**config.mk**
```make
export PLATFORM = sky130hd
export DESIGN_NAME = fm_freq_demod_flat
export DESIGN_NICKNAME = d
export VERILOG_FILES = /design/src/rtl/fm_freq_demod_if.sv /design/src/rtl/fm_freq_demod.sv /design/src/flat_wrapper.sv
export SDC_FILE = /design/constraint.sdc
export NUM_CORES = 1
export LEC_CHECK = 0
export CORE_MARGIN = 2
export CORE_UTILIZATION = 54
export CTS_CLUSTER_SIZE = 25
export DETAILED_ROUTE_END_ITERATION = 6
export GPL_TIMING_DRIVEN = 0
export HOLD_SLACK_MARGIN = 0.06
export PLACE_DENSITY = 0.84
export SLEW_MARGIN = 20
export SYNTH_ARGS = -nofsm -noshare
export SYNTH_HDL_FRONTEND = slang
export SYNTH_SLANG_ARGS = --single-unit
```
**constraint.sdc**
```tcl
create_clock -name clk -period 7.5 [get_ports clk]
set_input_delay 1.125 -clock clk [delete_from_list [all_inputs] [get_ports clk]]
set_output_delay 1.125 -clock clk [all_outputs]
set_load 0.02 [all_outputs]
```
**src/rtl/fm_freq_demod_if.sv**
```systemverilog
// Handshake and result bundle of the FM frequency-word demodulator.
// The master side supplies frequency words; the slave side is the demodulator.
interface fm_freq_demod_if;
    logic        freq_in_valid;
    logic [63:0] freq_in;
    logic [63:0] freq_ctrl_car;
    logic        freq_in_ready;
    logic [11:0] dac_demod_w12;
    logic        demod_valid;
    logic        overrange;

    modport master (
        output freq_in_valid,
        output freq_in,
        output freq_ctrl_car,
        input  freq_in_ready,
        input  dac_demod_w12,
        input  demod_valid,
        input  overrange
    );

    modport slave (
        input  freq_in_valid,
        input  freq_in,
        input  freq_ctrl_car,
        output freq_in_ready,
        output dac_demod_w12,
        output demod_valid,
        output overrange
    );
endinterface

```
**src/rtl/fm_freq_demod.sv**
```systemverilog
// FM frequency-word demodulator: recovers the 12-bit offset-binary sample from
// a modulated frequency word and its carrier word. Exact inverse of the
// modulator's floor(Kf * (s - MID) / 4096) mapping, using a 13-step restoring
// divider with fixed 16-cycle throughput.
//
// state | meaning
// ------+-----------------------------------------------------------
// IDLE  | ready for a word; captures freq_in / freq_ctrl_car on accept
// PREP  | sign/magnitude of the deviation, range check, divider load
// DIV   | one quotient bit per cycle, MSB first (13 cycles)
// OUT   | ceiling correction, clamp, publish sample and pulse valid
module fm_freq_demod #(
    parameter logic [63:0] KF  = 64'd76861433640456500,
    parameter logic [11:0] MID = 12'd2047
) (
    input  logic               clk,
    input  logic               rst,
    fm_freq_demod_if.slave     bus
);

    typedef enum logic [1:0] {IDLE, PREP, DIV, OUT} state_t;

    state_t      state, state_nxt;

    logic [63:0] fin_r, car_r;
    logic        neg_r, big_r;
    logic [76:0] rem_r, dvs_r;
    logic [12:0] q_r;
    logic [3:0]  cnt_r;

    logic [11:0] dac_r;
    logic        valid_r, ovr_r;
    logic        ready_c;

    logic        neg_c, big_c, ge_c, ovr_c;
    logic [63:0] mag_c;
    logic [13:0] qc_c;
    logic [11:0] sample_c;

    // State register.
    always_ff @(posedge clk or negedge rst) begin
        if (!rst) state <= IDLE;
        else      state <= state_nxt;
    end

    // Next-state logic; the division length is fixed, so latency never depends on data.
    always_comb begin
        state_nxt = state;
        case (state)
            IDLE: if (bus.freq_in_valid) state_nxt = PREP;
            PREP: state_nxt = DIV;
            DIV:  if (cnt_r == 4'd0) state_nxt = OUT;
            OUT:  state_nxt = IDLE;
            default: state_nxt = IDLE;
        endcase
    end

    // FSM outputs: only IDLE accepts a word.
    always_comb begin
        ready_c = (state == IDLE);
    end

    // Deviation sign/magnitude: whichever operand is larger is the minuend, so nothing wraps.
    always_comb begin
        neg_c = (fin_r < car_r);
        mag_c = neg_c ? (car_r - fin_r) : (fin_r - car_r);
        big_c = ({3'b000, mag_c} >= {2'b00, KF, 1'b0});
        ge_c  = (rem_r >= dvs_r);
    end

    // Ceiling of the quotient undoes the modulator's floor; then clamp to the 12-bit code range.
    always_comb begin
        qc_c     = {1'b0, q_r} + {13'd0, (rem_r != 77'd0)};
        if (big_r) qc_c = 14'd8191;
        sample_c = MID;
        ovr_c    = 1'b0;
        if (!neg_r) begin
            if (qc_c > 14'd2048) begin
                sample_c = 12'd4095;
                ovr_c    = 1'b1;
            end else begin
                sample_c = MID + qc_c[11:0];
            end
        end else begin
            if (qc_c > 14'd2047) begin
                sample_c = 12'd0;
                ovr_c    = 1'b1;
            end else begin
                sample_c = MID - qc_c[11:0];
            end
        end
    end

    // Datapath: capture, divider load, restoring division steps, result publish.
    always_ff @(posedge clk or negedge rst) begin
        if (!rst) begin
            fin_r   <= '0;
            car_r   <= '0;
            neg_r   <= 1'b0;
            big_r   <= 1'b0;
            rem_r   <= '0;
            dvs_r   <= '0;
            q_r     <= '0;
            cnt_r   <= '0;
            dac_r   <= MID;
            valid_r <= 1'b0;
            ovr_r   <= 1'b0;
        end else begin
            valid_r <= 1'b0;
            case (state)
                IDLE: begin
                    if (bus.freq_in_valid) begin
                        fin_r <= bus.freq_in;
                        car_r <= bus.freq_ctrl_car;
                    end
                end
                PREP: begin
                    neg_r <= neg_c;
                    big_r <= big_c;
                    rem_r <= {1'b0, mag_c, 12'd0};
                    dvs_r <= {1'b0, KF, 12'd0};
                    q_r   <= '0;
                    cnt_r <= 4'd12;
                end
                DIV: begin
                    if (ge_c) rem_r <= rem_r - dvs_r;
                    q_r   <= {q_r[11:0], ge_c};
                    dvs_r <= dvs_r >> 1;
                    if (cnt_r != 4'd0) cnt_r <= cnt_r - 4'd1;
                end
                OUT: begin
                    dac_r   <= sample_c;
                    ovr_r   <= ovr_c;
                    valid_r <= 1'b1;
                end
                default: ;
            endcase
        end
    end

    assign bus.freq_in_ready = ready_c;
    assign bus.dac_demod_w12 = dac_r;
    assign bus.demod_valid   = valid_r;
    assign bus.overrange     = ovr_r;

endmodule

```
**src/flat_wrapper.sv**
```systemverilog
// flat-port wrapper written by rule: the top's interface ports become plain ports
module fm_freq_demod_flat 
#(
    parameter logic [63:0] KF  = 64'd76861433640456500,
    parameter logic [11:0] MID = 12'd2047
)
  (clk, rst, bus_freq_in_valid, bus_freq_in, bus_freq_ctrl_car, bus_freq_in_ready, bus_dac_demod_w12, bus_demod_valid, bus_overrange);
  fm_freq_demod_if bus_i ();
  input  logic clk;
  input  logic rst;
  input wire logic [$bits(bus_i.freq_in_valid)-1:0] bus_freq_in_valid;
  input wire logic [$bits(bus_i.freq_in)-1:0] bus_freq_in;
  input wire logic [$bits(bus_i.freq_ctrl_car)-1:0] bus_freq_ctrl_car;
  output wire logic [$bits(bus_i.freq_in_ready)-1:0] bus_freq_in_ready;
  output wire logic [$bits(bus_i.dac_demod_w12)-1:0] bus_dac_demod_w12;
  output wire logic [$bits(bus_i.demod_valid)-1:0] bus_demod_valid;
  output wire logic [$bits(bus_i.overrange)-1:0] bus_overrange;
  assign bus_i.freq_in_valid = bus_freq_in_valid;
  assign bus_i.freq_in = bus_freq_in;
  assign bus_i.freq_ctrl_car = bus_freq_ctrl_car;
  assign bus_freq_in_ready = bus_i.freq_in_ready;
  assign bus_dac_demod_w12 = bus_i.dac_demod_w12;
  assign bus_demod_valid = bus_i.demod_valid;
  assign bus_overrange = bus_i.overrange;
  fm_freq_demod #(.KF(KF), .MID(MID)) u_core (.clk(clk), .rst(rst), .bus(bus_i));
endmodule
```
==> results of run 1 <==
state kept, by name (all words and copies together), names as in the netlist:
| name | count |
|---|---|
| u_core.q_r | 13 |
| u_core.dvs_r | 69 |
| u_core.bus.demod_valid | 1 |
| u_core.neg_r | 1 |
| u_core.bus.overrange | 1 |
| u_core.cnt_r | 4 |
| u_core.car_r | 64 |
| u_core.rem_r | 77 |
| u_core.fin_r | 64 |
| u_core.state | 2 |
| u_core.big_r | 1 |
| u_core.bus.dac_demod_w12 | 12 |
synth_stat cells, types with 12 or more instances:
library cell               instances
sky130_fd_sc_hd__dfrtp_1         298
sky130_fd_sc_hd__o21a_1           15
sky130_fd_sc_hd__nor3_1           55
sky130_fd_sc_hd__nand3_1         118
sky130_fd_sc_hd__a21boi_0         12
sky130_fd_sc_hd__nor4_1           31
sky130_fd_sc_hd__mux2i_1          32
sky130_fd_sc_hd__o21ai_0         325
sky130_fd_sc_hd__xor2_1           48
sky130_fd_sc_hd__or2_2            12
sky130_fd_sc_hd__o22a_1           14
sky130_fd_sc_hd__buf_2            39
sky130_fd_sc_hd__nand2_1         252
sky130_fd_sc_hd__o31ai_1          20
sky130_fd_sc_hd__nor2_1          179
sky130_fd_sc_hd__buf_1            13
sky130_fd_sc_hd__a31oi_1          37
sky130_fd_sc_hd__nor2b_1          29
sky130_fd_sc_hd__o211ai_1         19
sky130_fd_sc_hd__nand4_1          48
sky130_fd_sc_hd__or3_1            12
sky130_fd_sc_hd__inv_1           269
sky130_fd_sc_hd__mux2_2          134
sky130_fd_sc_hd__buf_4            16
sky130_fd_sc_hd__nand2b_1         22
sky130_fd_sc_hd__a21oi_1         287
sky130_fd_sc_hd__and3_1           18
sky130_fd_sc_hd__a21o_1          112
sky130_fd_sc_hd__ha_1            205
sky130_fd_sc_hd__clkbuf_1         86
sky130_fd_sc_hd__o21bai_1         48
sky130_fd_sc_hd__xnor2_1          93
sky130_fd_sc_hd__a211oi_1         24
cell type report:
cell class,instances,area (µm²)
fill,4062,17510
clock buffer,49,1071
multi-input combinational,2358,15930
clock inverter,17,163.9
sequential,309,7746
buffer,158,725.7
tap,607,759.5
inverter,270,1013
timing repair buffer,148,1539
worst min path at each step:
stage                                        to  cells after the start
global placement               u_core.dvs_r[33]                      2
detailed placement  u_core.bus.dac_demod_w12[3]                      2
floorplan                      u_core.rem_r[55]                      2
CTS                            u_core.fin_r[14]                      1
global route                   u_core.fin_r[14]                      1
finish                         u_core.fin_r[14]                      1
layer usage:
layer  vias up  GRT usage  part of all wire
met4         0     0.1344             0.047
li1      11420          -                 -
met2      1131     0.5074              0.45
met1     11450     0.4157              0.42
met5         -          0                 0
met3       227    0.04634             0.077
critical path, stage by stage, from the launching register on:
cell                       delay, ps
sky130_fd_sc_hd__dfrtp_1         370
sky130_fd_sc_hd__inv_1            50
sky130_fd_sc_hd__ha_1            270
sky130_fd_sc_hd__buf_4           160
sky130_fd_sc_hd__nand4_1         360
sky130_fd_sc_hd__nor4_2          410
sky130_fd_sc_hd__nand3_1         280
sky130_fd_sc_hd__nor3_2          340
sky130_fd_sc_hd__o21ai_2         260
sky130_fd_sc_hd__nand2_4         270
sky130_fd_sc_hd__buf_6           230
sky130_fd_sc_hd__clkbuf_1        550
sky130_fd_sc_hd__a211oi_1         90
sky130_fd_sc_hd__o32ai_1         210
sky130_fd_sc_hd__xor2_1          460
sky130_fd_sc_hd__nand2_1          90
sky130_fd_sc_hd__o41a_1          330
sky130_fd_sc_hd__o32ai_1         630
stage by stage:
step | util | worst slack [ps] | hold slack, ps | cell area (µm²) | setup TNS [ps]
after floorplan | - | 3165 | 466.0 | 25410 | 0
after global placement | 0.5946 | -7794 | 475.9 | 27620 | -2342670
after detailed placement | 0.5965 | 2071 | 476.9 | 27710 | 0
after CTS | 0.6231 | 2027 | 399.1 | 28950 | 0
after global routing | 0.6231 | 1632 | 407.2 | 28950 | 0
final | 0.6231 | 1921 | 403.4 | 28950 | 0
logic make-up (layout without fill, tap and decap cells):
logic type      after synthesis  count (layout)  synth area share
compound gates             1025            1025            0.2481
xor+xnor                    141             141           0.04860
fa+ha+maj                   208             208            0.1033
buf+inv                     428             642           0.06844
flops                       309             309            0.3048
mux                         166             166           0.07198
simple gates                818             818            0.1548
cells in the final DEF, fill, tap and decap left out, drive strengths merged, types with 134 or more instances in the layout:
cell,n
o21ai,336
dfrtp,298
a21oi,288
inv,272
nand2,253
ha,205
nor2,181
clkdlybuf4s50,144
clkbuf,136
mux2,134
==> run_results.csv, run 1 <==
group,metric,value,unit
run_status,result_of_the_run,"finished clean",
placed_design,place_congestion,1.023,
timing,maxSlewHeadroom,0.2739,
setup_path,worst_setup_path_start_kind,"flop",
setup_path,rr_startpoint,"u_core.car_r[50]",
finish,design.final.nets,3620,
drt,drc_errors,0,
drt,drt_first_pass_iters,7,
setup_path,worstPathMaxFanout,10,
setup_path,reg2reg_to,"u_core.big_r",
setup_path,criticalPathCategory,"reg -> reg",
floorplan,floorplan.initialDensity,0.5470,
setup_path,endpoint,"u_core.big_r",
yosys,yosysUniqueCellTypes,92,
placed_design,io_buffer_count,145,
finish,layout-drive-gt1-share,0.09882,
clocking,clk_latency,570,ps
timing,grt_setup_unrepaired,"no",
yosys,leading_area_contributor_after_synthesis,"sky130_fd_sc_hd__dfrtp_1",
global_routing,first_pass_grt_wire_length,124.3,mm
timing,post-route-period-util,0.7438,
global_routing,initial_antenna_violation_count,1,
yosys,synth.ff_latch_count,309,
placed_design,post-dp-hpwl,61.37,mm
yosys,synth.net_count,3434,
setup_path,critPathArrivalTime,5950,ps
yosys,synth_top_area_share,0.2935,
floorplan,ioPinCount,146,
drt,routed_wirelength,78.34,mm
timing,slew_violations,0,
run,timing.max_cap.violations,0,
floorplan,core,46460,µm²
yosys,syn-mean-instance-area,8.211,µm²
timing,final.setup_skew,32.39,ps
drt,post_drt_via_cell_ratio,6.187,
placed_design,placed_cells,3850,
yosys,synth_async_sr_flop_share,1.000,
setup_path,r2r.worst_path.cells,17,
clocking,cts_setup_buffers,0,
yosys,synth_ff_type,"sky130_fd_sc_hd__dfrtp_1",
drt,detailedRoute.firstIterationViolations,2409,
clocking,cts_hold_buffers,0,
timing,worstMarginPinSlew,1089,ps
clocking,cts.sinks,309,
clocking,cts_inserted_buffers,36,
drt,vias,24230,
clocking,register_clock_pin_slew_on_the_reported_worst_setup_and_hold_paths,60,ps
floorplan,fp-row-count,79,
setup_path,crit_path_start,"u_core.car_r[50]",
floorplan,die_h,220.9,µm
clocking,tritoncts_clock_tree,"yes",
global_routing,gr-total-overflow,0,
setup_path,critPathCaptureType,"flop",
floorplan,die_area,48810,µm²
setup_path,regToRegSetupSlack,1920,ps
clocking,cts_max_path_buffers,3,
clocking,cts_max_level,2,
yosys,mappedNetlistArea,25410,µm²
worst_hold_path,hold_path_class,"in -> async",
clocking,clock_root_buffer,"sky130_fd_sc_hd__clkbuf_16",
clocking,post_cts.resized_instances,0,
yosys,synth-seq-area-share,0.3048,
timing,timing.final.setup_violations,0,
yosys,ys.warnings.count,0,
timing,max_clock_freq,179.3,MHz
drt,detail-route-antenna-nets,0,
yosys,synth.area.top_cells,"sky130_fd_sc_hd__dfrtp_1 29%, sky130_fd_sc_hd__ha_1 10%, sky130_fd_sc_hd__o21ai_0 6.4%",
drt,routedWlPerCell,20.01,µm
global_routing,maximum_number_of_pins_on_one_net_before_global_route_repair,99,
setup_path,cp_data_required_time,7870,ps
global_routing,grt_pass1_vias,23430,
finish,fin_cells,3916,
timing,period_minus_slack,5579,ps
yosys,postSynthCellCount,3095,
timing,report.final.hold_viol_count,0,
finish,area_growth_syn_to_layout,13.90,%
yosys,number_of_enable_flip_flop_cells_after_synthesis,0,
global_routing,groute.usage.overall,0.3123,
finish,diodes,0,
floorplan,fp.dieW,220.9,µm
Power of run 1 is not shown: default switching activity piles up to over one toggle a cycle in this logic, so the estimate is an artifact.
==> run 2: changes to the inputs <==
--- a/config.mk
+++ b/config.mk
@@ -11,7 +11,7 @@
 export DETAILED_ROUTE_END_ITERATION = 6
 export GPL_TIMING_DRIVEN = 0
 export HOLD_SLACK_MARGIN = 0.06
-export PLACE_DENSITY = 0.84
+export PLACE_DENSITY = 0.87
 export SLEW_MARGIN = 20
 export SYNTH_ARGS = -nofsm -noshare
 export SYNTH_HDL_FRONTEND = slang
==> constraint.sdc (replaced) <==
create_clock -name clk -period 4.7 [get_ports clk]
set_input_delay 0.705 -clock clk [delete_from_list [all_inputs] [get_ports clk]]
set_output_delay 0.705 -clock clk [all_outputs]
set_load 0.02 [all_outputs]
==> run_results.csv, run 2 (synthesized netlist as in run 1, its figures left out) <==
group,metric,value,unit
clocking,cts_inserted_buffers,35,
floorplan,die_area,48810,µm²
placed_design,setup_ws_pre_cts,-682.7,ps
floorplan,fp.dieW,220.9,µm
placed_design,post-dp-hpwl,61.35,mm
global_routing,maximum_number_of_pins_on_one_net_before_global_route_repair,102,
timing,layout_setup_ws,-146.2,ps
timing,timing.final.setup_violations,1,
finish,diodes,0,
finish,largest_register_ff_count,77,
setup_path,cp_data_required_time,5100,ps
run,timing.max_cap.violations,0,
setup_path,critPathArrivalTime,5250,ps
timing,max_clock_freq,206.3,MHz
timing,grt_setup_unrepaired,"yes",
finish,design.final.nets,3633,
finish,fill_cells,3958,
setup_path,worst_path_max_stage_delay,370,ps
placed_design,area_of_placed_instances,27710,µm²
floorplan,ioPinCount,146,
worst_hold_path,hold_path_class,"reg -> reg",
timing,period_minus_slack,4846,ps
drt,drt_first_pass_iters,6,
clocking,clk_latency,570,ps
timing,worstMarginPinSlew,1130,ps
floorplan,fp-row-count,79,
finish,registers.top_by_ff_count,"u_core.rem_r",
global_routing,first_pass_grt_wire_length,126.3,mm
clocking,clock_root_buffer,"sky130_fd_sc_hd__clkbuf_16",
timing,final.setup_skew,20.53,ps
setup_path,worstPathMaxFanout,10,
clocking,tritoncts_clock_tree,"yes",
clocking,cts.sinks,309,
timing,post-route-period-util,1.031,
setup_path,critPathCaptureType,"flop",
drt,routed_wirelength,79.30,mm
global_routing,grt_pass1_vias,23870,
drt,vias,24620,
setup_path,criticalPathCategory,"reg -> reg",
floorplan,die_h,220.9,µm
finish,stdcell_area,29320,µm²
finish,biggestRegsByFlops,"u_core.rem_r (77), u_core.dvs_r (69)",
run_status,result_of_the_run,"complete, but fails checks",
drt,drc_errors,0,
drt,detail-route-antenna-nets,0,
clocking,cts_max_level,2,
timing,report.final.hold_viol_count,0,
finish,layout.cells.most_common,"sky130_fd_sc_hd__o21ai_0",
floorplan,floorplan.initialDensity,0.5470,
setup_path,crit_chain,"inv_1, ha_1, buf_2, a21oi_1, o21ai_1, a221o_1, a221oi_4, o211a_1, clkbuf_4, nand2_4, buf_6, buf_4, o21ai_0, xor2_1, o2111ai_1, a211oi_2, o211ai_1, a311oi_2, o32ai_2",
finish,commonest_cells_after_routing_fill_and_taps_aside,"314 x sky130_fd_sc_hd__o21ai_0, 297 x sky130_fd_sc_hd__dfrtp_1, 285 x sky130_fd_sc_hd__a21oi_1",
timing,slew_violations,0,
global_routing,initial_antenna_violation_count,1,
run_status,failed_checks,"negative setup slack",
floorplan,core,46460,µm²
clocking,cts_max_path_buffers,3,
global_routing,gr-total-overflow,0,
drt,post_drt_via_cell_ratio,6.269,
setup_path,worst-path-buf-inv,5,
drt,routedWlPerCell,20.19,µm
timing,hold_slack,500.3,ps
finish,area_growth_syn_to_layout,15.38,%
setup_path,worst_setup_path_start_kind,"flop",
drt,detailedRoute.firstIterationViolations,2782,
clocking,register_clock_pin_slew_on_the_reported_worst_setup_and_hold_paths,60,ps
placed_design,io_buffer_count,145,
placed_design,place_congestion,1.033,
setup_path,worst_path_max_delay_cell,"sky130_fd_sc_hd__dfrtp_1",
finish,layout-drive-gt1-share,0.1108,
timing,maxSlewHeadroom,0.2466,
global_routing,groute.usage.overall,0.3160,
setup_path,worst_path_dominant_cell_family,"compound AO/OA/AOI/OAI gates",
==> run 2: repair_timing <==
item,CTS,global route
gates resized for setup,38,36
pin swaps,8,9
buffers inserted,5,9
endpoints found under the setup margin,56,85
hold endpoints to repair,30,0
hold buffers,1,0
==> run 2: worst min-delay path, stage by stage (launching register included) <==
cell,delay (ps)
sky130_fd_sc_hd__dfrtp_1,340
sky130_fd_sc_hd__nand3_1,60
sky130_fd_sc_hd__o21ai_0,60
==> run 2: path summary, 6_finish.rpt <==
| path | startpoint | endpoint | slack [ps] | depth (start not counted) |
|---|---|---|---|---|
| setup / recovery | u_core.car_r[59] | u_core.big_r | -150 | 19 |
| hold / removal | u_core.dvs_r[6] | u_core.dvs_r[5] | 500 | 2 |
| setup reg to reg | u_core.car_r[59] | u_core.big_r | -150 | 19 |
| hold reg to reg | u_core.dvs_r[6] | u_core.dvs_r[5] | 500 | 2 |
| max in group asynchronous | rst | u_core.bus.dac_demod_w12[10] | 2880 | 4 |
| min in group asynchronous | rst | u_core.car_r[9] | 590 | 2 |
==> run 2: per-stage QoR <==
step	utilization	setup TNS (ps)	std cells
3_3_place_gp	0.5946	-3094310	3847
6_report	0.6311	-146.2	3927
4_1_cts	0.6268	-0.2109	3919
3_5_place_dp	0.5965	-7622	3850
5_1_grt	0.6311	-232.3	3927
2_1_floorplan	-	0	3095
==> run 2: metal layers <==
metal	vias up	global-route usage	wire length, µm
li1	11440	-	-
met1	11670	0.4168	32490
met2	1237	0.5075	36200
met3	268	0.05112	6557
met4	2	0.1511	4036
met5	-	0	11
==> run 2: area by class of cell <==
cell class | instances | area (µm²) | share of cell area
Tap cell | 607 | 759.5 | 0.02590
Sequential cell | 309 | 7747 | 0.2642
Clock inverter | 15 | 173.9 | 0.005932
Timing Repair Buffer | 163 | 1654 | 0.05642
Buffer | 157 | 752.0 | 0.02565
Clock buffer | 48 | 1005 | 0.03427
Inverter | 270 | 1013 | 0.03457
Multi-Input combinational cell | 2358 | 16210 | 0.5530
Power of run 2 is left out for the same reason.
